`src/rtl/reg_operand_fetch.sv`:
```
// Operand fetch stage: 2**ADDR_W general registers with a load port, and a one-deep
// valid/ready output register that returns two source operands with write forwarding.
module reg_operand_fetch #(
    parameter int DATA_W = 16,
    parameter int ADDR_W = 3
) (
    input  logic              clk,
    input  logic              rst,
    input  logic              load,
    input  logic [ADDR_W-1:0] wr_addr,
    input  logic [DATA_W-1:0] d_in,
    input  logic              rd_req,
    input  logic [ADDR_W-1:0] rd_addr_a,
    input  logic [ADDR_W-1:0] rd_addr_b,
    output logic              rd_ready,
    output logic              out_valid,
    input  logic              out_ready,
    output logic [DATA_W-1:0] d_out_a,
    output logic [DATA_W-1:0] d_out_b
);

    localparam int NREGS = 1 << ADDR_W;

    typedef enum logic {
        EMPTY = 1'b0,
        FULL  = 1'b1
    } state_e;

    state_e            state_q;
    logic [DATA_W-1:0] bank_q [NREGS];
    logic [DATA_W-1:0] op_a_q, op_b_q;
    logic [ADDR_W-1:0] src_a_q, src_b_q;

    logic [DATA_W-1:0] op_a_d, op_b_d;
    logic              accept;
    logic              hit_a, hit_b;

    assign rd_ready = (state_q == EMPTY) || out_ready;
    assign accept   = rd_req && rd_ready;

    // A write landing on a held source address must reach the stalled operand.
    assign hit_a = load && (wr_addr == src_a_q);
    assign hit_b = load && (wr_addr == src_b_q);

    always_comb begin
        // NOTE: every always_comb output gets a default first, otherwise a path
        // that skips the assignment infers a latch.
        op_a_d = bank_q[rd_addr_a];
        op_b_d = bank_q[rd_addr_b];
        if (load && (wr_addr == rd_addr_a)) begin
            op_a_d = d_in;
        end
        if (load && (wr_addr == rd_addr_b)) begin
            op_b_d = d_in;
        end
    end

    always_ff @(posedge clk) begin
        // NOTE: bank_q is a flop array, not a RAM macro, so it is cleared on reset
        // like any other register; a RAM would have to be cleared by a sweep.
        if (rst) begin
            for (int i = 0; i < NREGS; i++) begin
                bank_q[i] <= '0;
            end
        end else if (load) begin
            bank_q[wr_addr] <= d_in;
        end
    end

    always_ff @(posedge clk) begin
        // NOTE: sequential state uses non-blocking assignments so every flop
        // samples pre-edge values regardless of statement order.
        if (rst) begin
            state_q <= EMPTY;
            op_a_q  <= '0;
            op_b_q  <= '0;
            src_a_q <= '0;
            src_b_q <= '0;
        end else begin
            case (state_q)
                EMPTY: begin
                    if (accept) begin
                        state_q <= FULL;
                        op_a_q  <= op_a_d;
                        op_b_q  <= op_b_d;
                        src_a_q <= rd_addr_a;
                        src_b_q <= rd_addr_b;
                    end
                end
                FULL: begin
                    if (accept) begin
                        op_a_q  <= op_a_d;
                        op_b_q  <= op_b_d;
                        src_a_q <= rd_addr_a;
                        src_b_q <= rd_addr_b;
                    end else if (out_ready) begin
                        state_q <= EMPTY;
                    end else begin
                        if (hit_a) begin
                            op_a_q <= d_in;
                        end
                        if (hit_b) begin
                            op_b_q <= d_in;
                        end
                    end
                end
                default: state_q <= EMPTY;
            endcase
        end
    end

    assign out_valid = (state_q == FULL);
    assign d_out_a   = op_a_q;
    assign d_out_b   = op_b_q;

endmodule

```
`config.mk`:
```
export PLATFORM = sky130hd
export DESIGN_NAME = reg_operand_fetch
export DESIGN_NICKNAME = d
export VERILOG_FILES = /design/src/rtl/reg_operand_fetch.sv
export SDC_FILE = /design/constraint.sdc
export NUM_CORES = 1
export LEC_CHECK = 0
export ABC_AREA = 1
export CAP_MARGIN = 20
export CORE_ASPECT_RATIO = 1.75
export CORE_MARGIN = 1.5
export CORE_UTILIZATION = 50
export CTS_CLUSTER_SIZE = 16
export DETAILED_ROUTE_END_ITERATION = 6
export PLACE_DENSITY_LB_ADDON = 0.2
export SYNTH_ARGS = -nofsm -noshare
export SYNTH_HDL_FRONTEND = slang
export SYNTH_SLANG_ARGS = --single-unit
```
`constraint.sdc`:
```
create_clock -name clk -period 6.2 [get_ports clk]
set_clock_uncertainty 0.1 [all_clocks]
set_input_delay 0.62 -clock clk [delete_from_list [all_inputs] [get_ports clk]]
set_output_delay 0.62 -clock clk [all_outputs]
set_load 0.01 [all_outputs]
```
* Yosys cells after proc, flatten, opt, wreduce, memory -nomap -nowiden *
Memories as Yosys holds them, arrays and structs flattened.
Index checks and enable logic that the tools add are counted.

word-level totals
  flip-flop bits (word level) = 39
  memories kept = 1
  RAM bits = 128
  input bits = 30
  output and inout port bits = 34
  word-level logic and storage cells = 50

memories
  name    words  width  read ports  clocked after Yosys merged registers in  wr ports  RTL line  source
  bank_q  8      16     2           0                                        8         30        logic [DATA_W-1:0] bank_q [NREGS];

cells by class
  eq/ne operators = 8
  muxes and demuxes = 26
  reduce and logical (&&, ||, !) cells = 9
  bitwise operators = 1

operator list
  operator                                                                  number
  16-bit two-way mux                                                        11
  16-bit case mux with 2 select lines                                       2
  16-bit OR reduction                                                       1
  3-bit == test                                                             4
  1-bit two-way mux                                                         9
  3-bit two-way mux                                                         3
  3-bit by 1-bit inequality test with 1-bit output (second input constant)  2
  3-bit AND reduction                                                       2
  1-bit logical AND                                                         5
  3-bit by 2-bit inequality test with 1-bit output (second input constant)  1
  2-bit inequality test (second input constant)                             1
  1-bit case mux with 2 select lines                                        1
  1-bit logical OR                                                          1
  1-bit inverter                                                            1

* Logic depth before layout (Yosys ltp) *
  depth after elaboration = 6
  gate-level depth with buffers = 12
  gate-level depth less buffers = 10

* Least setup slack after synthesis *
Ideal clock, no wire load.

  path kind = input to register
  from = input rst
  to = memory bank_q[0][0], enable pin
  library setup time = 0.372 ns
  required time = 5.728 ns
  stages = 7
  buffers on the path = 2
  arrival time = 1.925 ns
  path slack = 3.803 ns
  cell sequence = clkbuf_1 > inv_1 > nand2_1 > nor2_1 > nand2_2 > buf_2 > nand2_1

RTL lines
  element      RTL line  source
  from (decl)  8         input logic rst,
  to (decl)    30

==> flow_summary.toml <==
[timing]
period_needed_ps = 3577
slew_violations = 0
post-route-period-util_pct = 57.69
setup-violations-final = 0
grt_setup_unrepaired = "false"
max_freq_mhz = 279.6
slew-limit-headroom_pct = 38.29
hold_viol_final = 0
setup_tns_ps = 0
worst_slew_pin_slew_ps = 922.7

[cts]
cts_hold_buffers = 0
post_cts_buffers = 0
cts_buffers = 17
cts.sinks = 167
path_clk_slew_ps = 60
cts_resized = 0
ctsRootBufferMaster = "clkbuf_16"
clk_latency_ps = 440
cts_tree = "yes"
h-tree-depth = 4
cts_buffer_depth = 2

[drt]
wire_per_inst_um = 21.34
drtPass1Iterations = 5
vias = 9344
wirelength_mm = 35.25
viasPerCell = 5.656
drc = 0
first_iter_violations = 1019
drtAntennaViolNets = 0

[hold_path]
hold_path.class = "register to register"

[power]
finalPower_mw = 2.873
power_density_nw_per_um2 = 260.5
leakagePower_nw = 5.190
vdd_drop_max_v = 0.0001989

[placement]
dp.cells = 1622
hpwlAfterDp_mm = 25.20
place.port_buffers = 63
gp_congestion = 1.004

[floorplan]
die-area_um2 = 20600
die_w_um = 109.1
pin_count = 64
core.rowCount = 67
die-height_um = 188.7
coreArea_um2 = 19200
start_util_pct = 51.35

[critical_path]
crit_fanout = 34
cp_cell_sequence = "clkdlybuf4s50_1, buf_4, inv_1, nand2_1, nor2_1, nand2_2, nand2_1"
rr_startpoint = "out_valid$_SDFF_PP0_"
cp-end-kind = "register"
slowest_stage = "nand2_1"
arrival_ps = 3550
cp-startpoint = "rst"
max_stage_delay_ps = 610
worst-r2r-setup-slack_ps = 3910
path_common_cell = "nand2_1"
rr_worst_depth = 11
endpoint = "bank_q[1][6]$_SDFFCE_PN0P_"
cp_data_required_time_ps = 6170
criticalPathCategory = "input pin to register"
r2r_end = "d_out_a[6]$_SDFFE_PP0P_"
critPathLaunchType = "input pin"

[global_route]
grt_overflow = 0
grt_max_degree = 65
grt_pass1_vias = 8532
grt_first_pass_wirelength_mm = 51.71
grt_antenna_before_repair = 0
grt_usage_pct = 35.39

[final_layout]
final_cell_mix = "434 x nand2_1, 256 x nand3_1, 183 x inv_1"
fin_cells = 1652
area_growth_pct = 11.87
nets = 1430
fillerInstances = 1849
n_antenna_cell = 0
final_common_cell = "nand2_1"
drive_above_1_share_pct = 5.528

[synth]
synthMuxAreaShare_pct = 0
synthCells = 1387
synth_compound_area_share_pct = 4.747
synth.avg_cell_area_um2 = 7.107
synth_cell_type_count = 22
synth_top_family_by_area = "simple AND/OR/NAND/NOR gates"
yosys_warnings = 0
syn_nets = 1417
synth_simple_gate_area_share_pct = 36.16
synth-xor-area-share_pct = 0.2666
synth_fa_ha_area_share_pct = 0
netlist_area_um2 = 9857
ys_ff_latch = 167
yosysSeqAreaShare_pct = 46.92

[job]
drv_cap = 0

[status]
status = "completed"
-- cell usage after synthesis, drive strengths merged --
cell | n | area [um2]
nand3 | 256 | 1281
clkinv | 17 | 63.81
xor2 | 3 | 26.28
buf | 45 | 257.8
nand2 | 446 | 1704
o21ai | 10 | 50.04
edfxtp | 128 | 3844
dfxtp | 39 | 780.8
inv | 193 | 724.4
a21oi | 73 | 417.9
nor2 | 143 | 579.3
clkbuf | 34 | 127.6
-- worst max-delay path: cells and delay by family --
family                 cells  cell delay [ps]
and+or+nand+nor            4             1720
buffers and inverters      3             1190
-- logic make-up after synthesis --
group	after synthesis
xor gates and xnor gates	3
buffers and inverters	289
AOI/OAI and AO/OA	83
DFF	167
and+or+nand+nor	845
-- report_power, final --
group | internal [mW] | total [mW] | switching, mW | leakage (nW)
sequential | 1.28 | 1.31 | 0.0294 | 1.55
clock | 0.590 | 1.04 | 0.451 | 0.271
combinational | 0.160 | 0.523 | 0.362 | 3.37
total | 2.03 | 2.87 | 0.842 | 5.19
-- per-layer routing --
metal,vias to the layer above,GRT usage [%],wire length (um)
met5,-,0.5102,0
met1,4298,40.47,12140
met4,0,29.40,3388
met2,530,56.18,16830
met3,122,6.503,2891
li1,4394,-,-
-- how the worst min path moves through the flow --
| stage | from | end | slack [ps] | cells after the start |
|---|---|---|---|---|
| detailed placement | d_out_a[5]$_SDFFE_PP0P_ | d_out_a[5]$_SDFFE_PP0P_ | 360 | 2 |
| global placement | d_out_a[2]$_SDFFE_PP0P_ | d_out_a[2]$_SDFFE_PP0P_ | 350 | 2 |
| floorplan | src_b_q[1]$_SDFFE_PP0P_ | src_b_q[1]$_SDFFE_PP0P_ | 340 | 2 |
| finish | d_out_a[14]$_SDFFE_PP0P_ | d_out_a[14]$_SDFFE_PP0P_ | 360 | 2 |
| global route | d_out_b[12]$_SDFFE_PP0P_ | d_out_b[12]$_SDFFE_PP0P_ | 390 | 2 |
| CTS | d_out_a[5]$_SDFFE_PP0P_ | d_out_a[5]$_SDFFE_PP0P_ | 370 | 2 |
-- area by class of cell --
| cell class | count | area (um2) | share of cell area [%] |
|---|---|---|---|
| repair buffers | 73 | 695.7 | 6.309 |
| multi-input cells | 931 | 4059 | 36.81 |
| clock buffers | 19 | 432.9 | 3.926 |
| inverters | 210 | 788.3 | 7.149 |
| clock inverters | 11 | 125.1 | 1.135 |
| well taps | 241 | 301.5 | 2.735 |
| flip-flops and latches | 167 | 4624 | 41.94 |
-- per-stage QoR --
stage               worst slack (ps)  hold slack, ps  instance area (um2)  util (%)
floorplan                       3803           338.8                 9857         -
global placement                2241           351.9                10470     54.53
detailed placement              2210           357.0                10470     54.53
CTS                             2657           366.6                11030     57.44
global route                    2489           389.6                11030     57.44
finish                          2623           363.4                11030     57.44
-- state kept, by name, indices dropped and copies added, names as in the netlist --
register	flops
bank_q	128
d_out_a	16
d_out_b	16
out_valid	1
src_a_q	3
src_b_q	3
(Power assumes the default switching activity.)
